[src/rtl/ff_mode_pkg.sv]
// ff_mode_pkg: flip-flop behaviour modes shared by the register bank, counters and control FSMs.
package ff_mode_pkg;
    typedef enum logic [1:0] {
        MODE_D  = 2'b00,
        MODE_JK = 2'b01,
        MODE_T  = 2'b10,
        MODE_SR = 2'b11
    } mode_e;
endpackage

[src/rtl/ff_mode_cell.sv]
// ff_mode_cell: next-state logic for one bit acting as a D, JK, T or SR flip-flop.
module ff_mode_cell
    import ff_mode_pkg::*;
(
    input  logic [1:0] mode,
    input  logic       a,
    input  logic       b,
    input  logic       q,
    output logic       q_next,
    output logic       illegal
);
    // b is never consulted in D/T so an unknown b cannot reach q there
    always_comb begin
        illegal = mode == MODE_SR && a && b;
        q_next  = mode == MODE_D ? a :
                  mode == MODE_T ? q ^ a :
                  (a && b)       ? (mode == MODE_JK ? ~q : q) :
                  a              ? 1'b1 :
                  b              ? 1'b0 : q;
    end
endmodule

[src/rtl/ff_mode_reg.sv]
// ff_mode_reg: WIDTH-bit register whose bits act as D/JK/T/SR flip-flops selected at run time,
// with clock enable, change-detect pulse and sticky SR-illegal reporting.
module ff_mode_reg
    import ff_mode_pkg::*;
#(
    parameter int               WIDTH     = 4,
    parameter logic [WIDTH-1:0] RESET_VAL = '0
) (
    input  logic             clk,
    input  logic             reset,
    input  logic             en,
    input  logic [1:0]       mode,
    input  logic [WIDTH-1:0] a,
    input  logic [WIDTH-1:0] b,
    input  logic             err_clr,
    output logic [WIDTH-1:0] q,
    output logic [WIDTH-1:0] qbar,
    output logic             changed,
    output logic             sr_err,
    output logic [WIDTH-1:0] err_mask
);
    logic [WIDTH-1:0] q_next;
    logic [WIDTH-1:0] illegal;
    genvar i;
    generate
        for (i = 0; i < WIDTH; i++) begin : g_cell
            ff_mode_cell u_cell (
                .mode    (mode),
                .a       (a[i]),
                .b       (b[i]),
                .q       (q[i]),
                .q_next  (q_next[i]),
                .illegal (illegal[i])
            );
        end
    endgenerate
    assign qbar = ~q;
    // a fresh illegal input on the clearing edge survives the clear
    always_ff @(posedge clk) begin
        if (reset) begin
            q        <= RESET_VAL;
            changed  <= 1'b0;
            sr_err   <= 1'b0;
            err_mask <= '0;
        end else begin
            if (en)
                q <= q_next;
            changed  <= en && (q_next != q);
            sr_err   <= (err_clr ? 1'b0 : sr_err) | (en && |illegal);
            err_mask <= (err_clr ? '0 : err_mask) | (en ? illegal : '0);
        end
    end
endmodule
[config.mk]
export PLATFORM = sky130hd
export DESIGN_NAME = ff_mode_reg
export DESIGN_NICKNAME = d
export VERILOG_FILES = /design/src/rtl/ff_mode_pkg.sv /design/src/rtl/ff_mode_cell.sv /design/src/rtl/ff_mode_reg.sv
export SDC_FILE = /design/constraint.sdc
export NUM_CORES = 1
export LEC_CHECK = 0
export ABC_AREA = 1
export BUFFER_PORTS_ARGS = -buffer_cell sky130_fd_sc_hd__buf_2
export CAP_MARGIN = 20
export CORE_UTILIZATION = 35
export DETAILED_ROUTE_END_ITERATION = 8
export PLACE_DENSITY = 0.64
export SYNTH_ARGS = -nofsm -noshare
export SYNTH_HDL_FRONTEND = slang
export SYNTH_HIERARCHICAL = 1
export SYNTH_SLANG_ARGS = --single-unit
[constraint.sdc]
create_clock -name clk -period 1.3 [get_ports clk]
set_input_delay 0.065 -clock clk [delete_from_list [all_inputs] [get_ports clk]]
set_output_delay 0.065 -clock clk [all_outputs]
set_load 0.02 [all_outputs]
Yosys cells after proc, flatten, opt, wreduce, memory -nomap -nowiden
Cells that the tools add are included.

Eq/ne operators: 4. Muxes and demuxes: 27. Bitwise logic cells: 11. Reduce and logical (&&, ||, !) cells: 16.

Operator list (count): 1-bit two-way mux (25); 1-bit logical AND (14); 4-bit two-way mux (2); 2-bit equality test (second input constant) (2); 4-bit inequality test (1); 1-bit inverter (4); 4-bit inverter (1); 4-bit bitwise OR (1); 4-bit OR reduction (1); 1-bit bitwise XOR (4); 2-bit by 1-bit equality test with 1-bit output (second input constant) (1); 2-bit zero test (1); 1-bit bitwise OR (1).

Bits in registers: 10. Input port bits: 14.

Longest topological paths before layout
Word-level depth: 7. Gate-level depth with buffers: 12. Mapped depth without buffers: 12.

By module
The synthesis kept the hierarchy.

Modules (own cells, without submodules): ff_mode_reg (times used 1, cells each 62, area an instance 455.4 sq um); ff_mode_cell (times used 4, cells each 19, area an instance 80.1 sq um).

Worst setup path after synthesis
No wires, ideal clock.

Path kind: register -> register. Start point: register q[1]. End point: register changed. Library setup time: 0.070 ns. Data arrival time: 1.230 ns. Required time: 1.230 ns. Slack: 0.000 ns. Stages on the path, launching flop included: 13. Buffers on the path: 0. Cells stage by stage: dfxtp_1 inv_1 nor2_2 nand2_1 nand2_1 nand2_1 nand2_1 inv_1 inv_1 nand2_1 nand2_1 nor2_1 a21oi_1.

Longest elaborated chain between the ends: 7. Elaborated cells between the ends (all ways): 10. Classes of those cells: 1 x eq/ne; 6 x mux; 2 x bitwise; 1 x reduce/logical.

RTL lines: from (decl) (line ff_mode_reg.sv:16) `output logic [WIDTH-1:0] q,`; from (signal assigned) (line ff_mode_reg.sv:47) `q <= q_next;`; 1-bit two-way mux / 1-bit inverter (equally long branches) (line ff_mode_cell.sv:19, ff_mode_cell.sv:17); 1-bit two-way mux (on tied branches) (line ff_mode_cell.sv:18, ff_mode_cell.sv:17); 1-bit two-way mux (line ff_mode_cell.sv:17) `(a && b) ? (mode == MODE_JK ? ~q : q) :`; 1-bit two-way mux (*) (line ff_mode_cell.sv:16) `mode == MODE_T ? q ^ a :`; 1-bit two-way mux (*) (line ff_mode_cell.sv:15) `q_next = mode == MODE_D ? a :`; net q_next[1] (line ff_mode_reg.sv:22) `logic [WIDTH-1:0] q_next;`; 4-bit inequality test (*) (line ff_mode_reg.sv:48) `changed <= en && (q_next != q);`; 1-bit logical AND (*) (line ff_mode_reg.sv:48); to (signal assigned) (line ff_mode_reg.sv:48); to (decl) (line ff_mode_reg.sv:18) `output logic changed,`.

Mark *: on every way through the listed nets, which the timed path passes. The rest lies on a longest branch. A chain may end at the register's enable or synchronous reset.

Worst setup path in the final report
Start point: register q[0]. End point: register changed.

Same word-level chain as after synthesis.

==> flow_metrics.tcl <==
set metrics [dict create \
    grt_pass1_wl_um 3350 \
    area_growth_pct 28.7 \
    ys_types 15 \
    hp-start "err_clr" \
    final_nets 186 \
    rsz0062_at_grt "false" \
    holdBufCountCts 0 \
    cp.required_ns 1.50 \
    ctsResizeCount 0 \
    setup_viol 0 \
    antenna_found_initial 0 \
    cts_buffer_depth 2 \
    final_cell_area_um2 998 \
    maxSlewViolCount 0 \
    die_h_um 49.1 \
    diodes 0 \
    die_w_um 49.1 \
    finalNonFillerCells 198 \
    crit_path_end "changed" \
    period_share_pct 91.1 \
    reg2regPathDepth 12 \
    grt_max_degree 17 \
    crit_start "q[0]" \
    drive_gt1_share_pct 33.9 \
    worstSkewPairLatency_ns 0.27 \
    hp-class "in -> reg" \
    crit_path_end_kind "flop" \
    syn_nets 152 \
    cts-root-buf "clkbuf_4" \
    period_minus_slack_ns 1.18 \
    fmax_mhz 845 \
    core_area_um2 2020 \
    synth_cells 138 \
    dpl.cell_count 194 \
    grt_pass1_vias 800 \
    numClockSinks 10 \
    via_per_inst 4.58 \
    synth_warnings 6 \
    drc 0 \
    dp_hpwl_um 1490 \
    reg2reg_from "q[0]" \
    cts.clk_slew.worst_paths_ns 0.07 \
    worst_r2r_endpoint "changed" \
    cp.arrival_ns 1.39 \
    postRouteWirelength_um 1850 \
    p_per_area_nw_per_um2 886 \
    die_area_um2 2410 \
    reg2reg_slack_ns 0.12 \
    wire_per_inst_um 9.35 \
    dr.pass1.iters 4 \
    outcome "finished clean" \
    worst_pin_slew_ns 0.312 \
    drt_iter0_drc 20 \
    htreeDepth 1 \
    cts_setup_buffers 0 \
    ys_seq_area_share_pct 25.8 \
    slew_headroom_pct 79.2 \
    fillers 221 \
    cp_max_fo 5 \
    num_rows 16 \
    ant_nets 0 \
    hold_viol 0 \
    via_count 907 \
    power.leakage_nw 0.599 \
    setup-tns-final_ns 0 \
    syn_avg_cell_area_um2 5.62 \
    num_io_pins 28 \
    ys_ff_latch 10 \
    gp_congestion 0.836 \
    cts_tree "done" \
    numCtsBuffers 3 \
    ir_worst_vdd_mv 0.360 \
    start_util_pct 38.4 \
    finClkSkew_ns 0.00181 \
    critPathLaunchType "flop" \
    dpl_cell_area_um2 956 \
    io_buffer_count 27 \
    maxCapViolations 0 \
    netlist_area_um2 776 \
    grtUsageTotal_pct 17.5 \
    overflow 0 \
    utilization_pct 49.4 \
    worstSetupPathType "reg -> reg" \
]
## per-stage QoR
stage	power (mW)	worst slack [ns]	hold slack (ns)
final	0.885	0.116	0.112
after global routing	0.950	0.00300	0.134
after global placement	0.598	0.143	0.389
after detailed placement	0.608	0.103	0.386
after CTS	0.895	0.0788	0.102
after floorplan	0.512	0.000381	0.242
## how the worst min path moves through the flow
| stage | depth (start not counted) | end | slack, ns |
|---|---|---|---|
| 2_1_floorplan | 3 | changed | 0.24 |
| 4_1_cts | 4 | err_mask[1] | 0.10 |
| 3_3_place_gp | 4 | sr_err | 0.39 |
| 6_report | 4 | err_mask[1] | 0.11 |
| 3_5_place_dp | 4 | sr_err | 0.39 |
| 5_1_grt | 4 | err_mask[1] | 0.13 |
## per-layer routing
| layer | global-route usage, % | vias up | part of all wire [%] |
|---|---|---|---|
| li1 | - | 482 | - |
| met1 | 20.8 | 406 | 45 |
| met2 | 30.8 | 17 | 51 |
| met3 | 2.80 | 2 | 3.6 |
| met4 | 7.35 | 0 | 0.86 |
| met5 | 0 | - | 0 |
## kinds of logic (layout without fill, tap and decap cells)
group / Yosys count / after routing / share of synthesized area (%)
AND/OR/NAND/NOR: 79 / 79 / 45.0
buffers and inverters: 36 / 69 / 18.9
flip-flops: 10 / 10 / 25.8
AO/OA/AOI/OAI: 13 / 13 / 10.3
## registers in the layout, indices dropped and copies added, names as in the netlist
signal and count:
err_mask 4, q 4, changed 1, sr_err 1
## critical path: stages (launching register included)
cell and delay, ns:
dfxtp_1 0.39, inv_1 0.08, nor2_2 0.08, nand2_1 0.05, nand2_1 0.05, nand2_1 0.05
nand2_1 0.05, inv_1 0.04, inv_1 0.07, nand2_1 0.05, nand2_1 0.05, nor2_1 0.04
a21oi_1 0.11
## cell type report
class                      count  area [µm²]  area share [%]
tap                           27        33.8            3.38
sequential                    10         206            20.7
inverter                      34         128            12.8
multi-input combinational     92         429            43.0
timing repair buffer          31         165            16.5
clock buffer                   4        36.3            3.63
## cell usage in the layout (no fill, tap or decap)
cell      instances
nand2_1          45
inv_1            27
buf_2            27
nand3_1          18
inv_2             7
dfxtp_1           7
nor2_1            6
a21oi_1           5
o21ai_1           4
o21ai_2           4
nor2_2            4
nand2_2           4
buf_4             4
clkbuf_4          3
dfxtp_2           2
nand2_4           1
nand4_1           1
clkbuf_8          1
dfxtp_4           1
## cell usage after synthesis
master	n	area, µm²
inv_2	4	15.0
buf_4	1	7.51
nand4_1	1	6.26
nand2_4	1	11.3
dfxtp_1	10	200
buf_6	1	11.3
nand2_2	4	25.0
a21oi_1	5	25.0
nor2_2	4	25.0
o21ai_1	4	20.0
nand2_1	45	169
o21ai_2	4	35.0
inv_1	30	113
nand3_1	18	90.1
nor2_1	6	22.5
## where the power goes
group / internal (mW) / leakage, nW / switching [mW]
clock network: 0.170 / 0.0210 / 0.111
registers: 0.323 / 0.0832 / 0.0134
logic: 0.0973 / 0.495 / 0.171
Note: power is estimated with default switching activity, not from simulation.
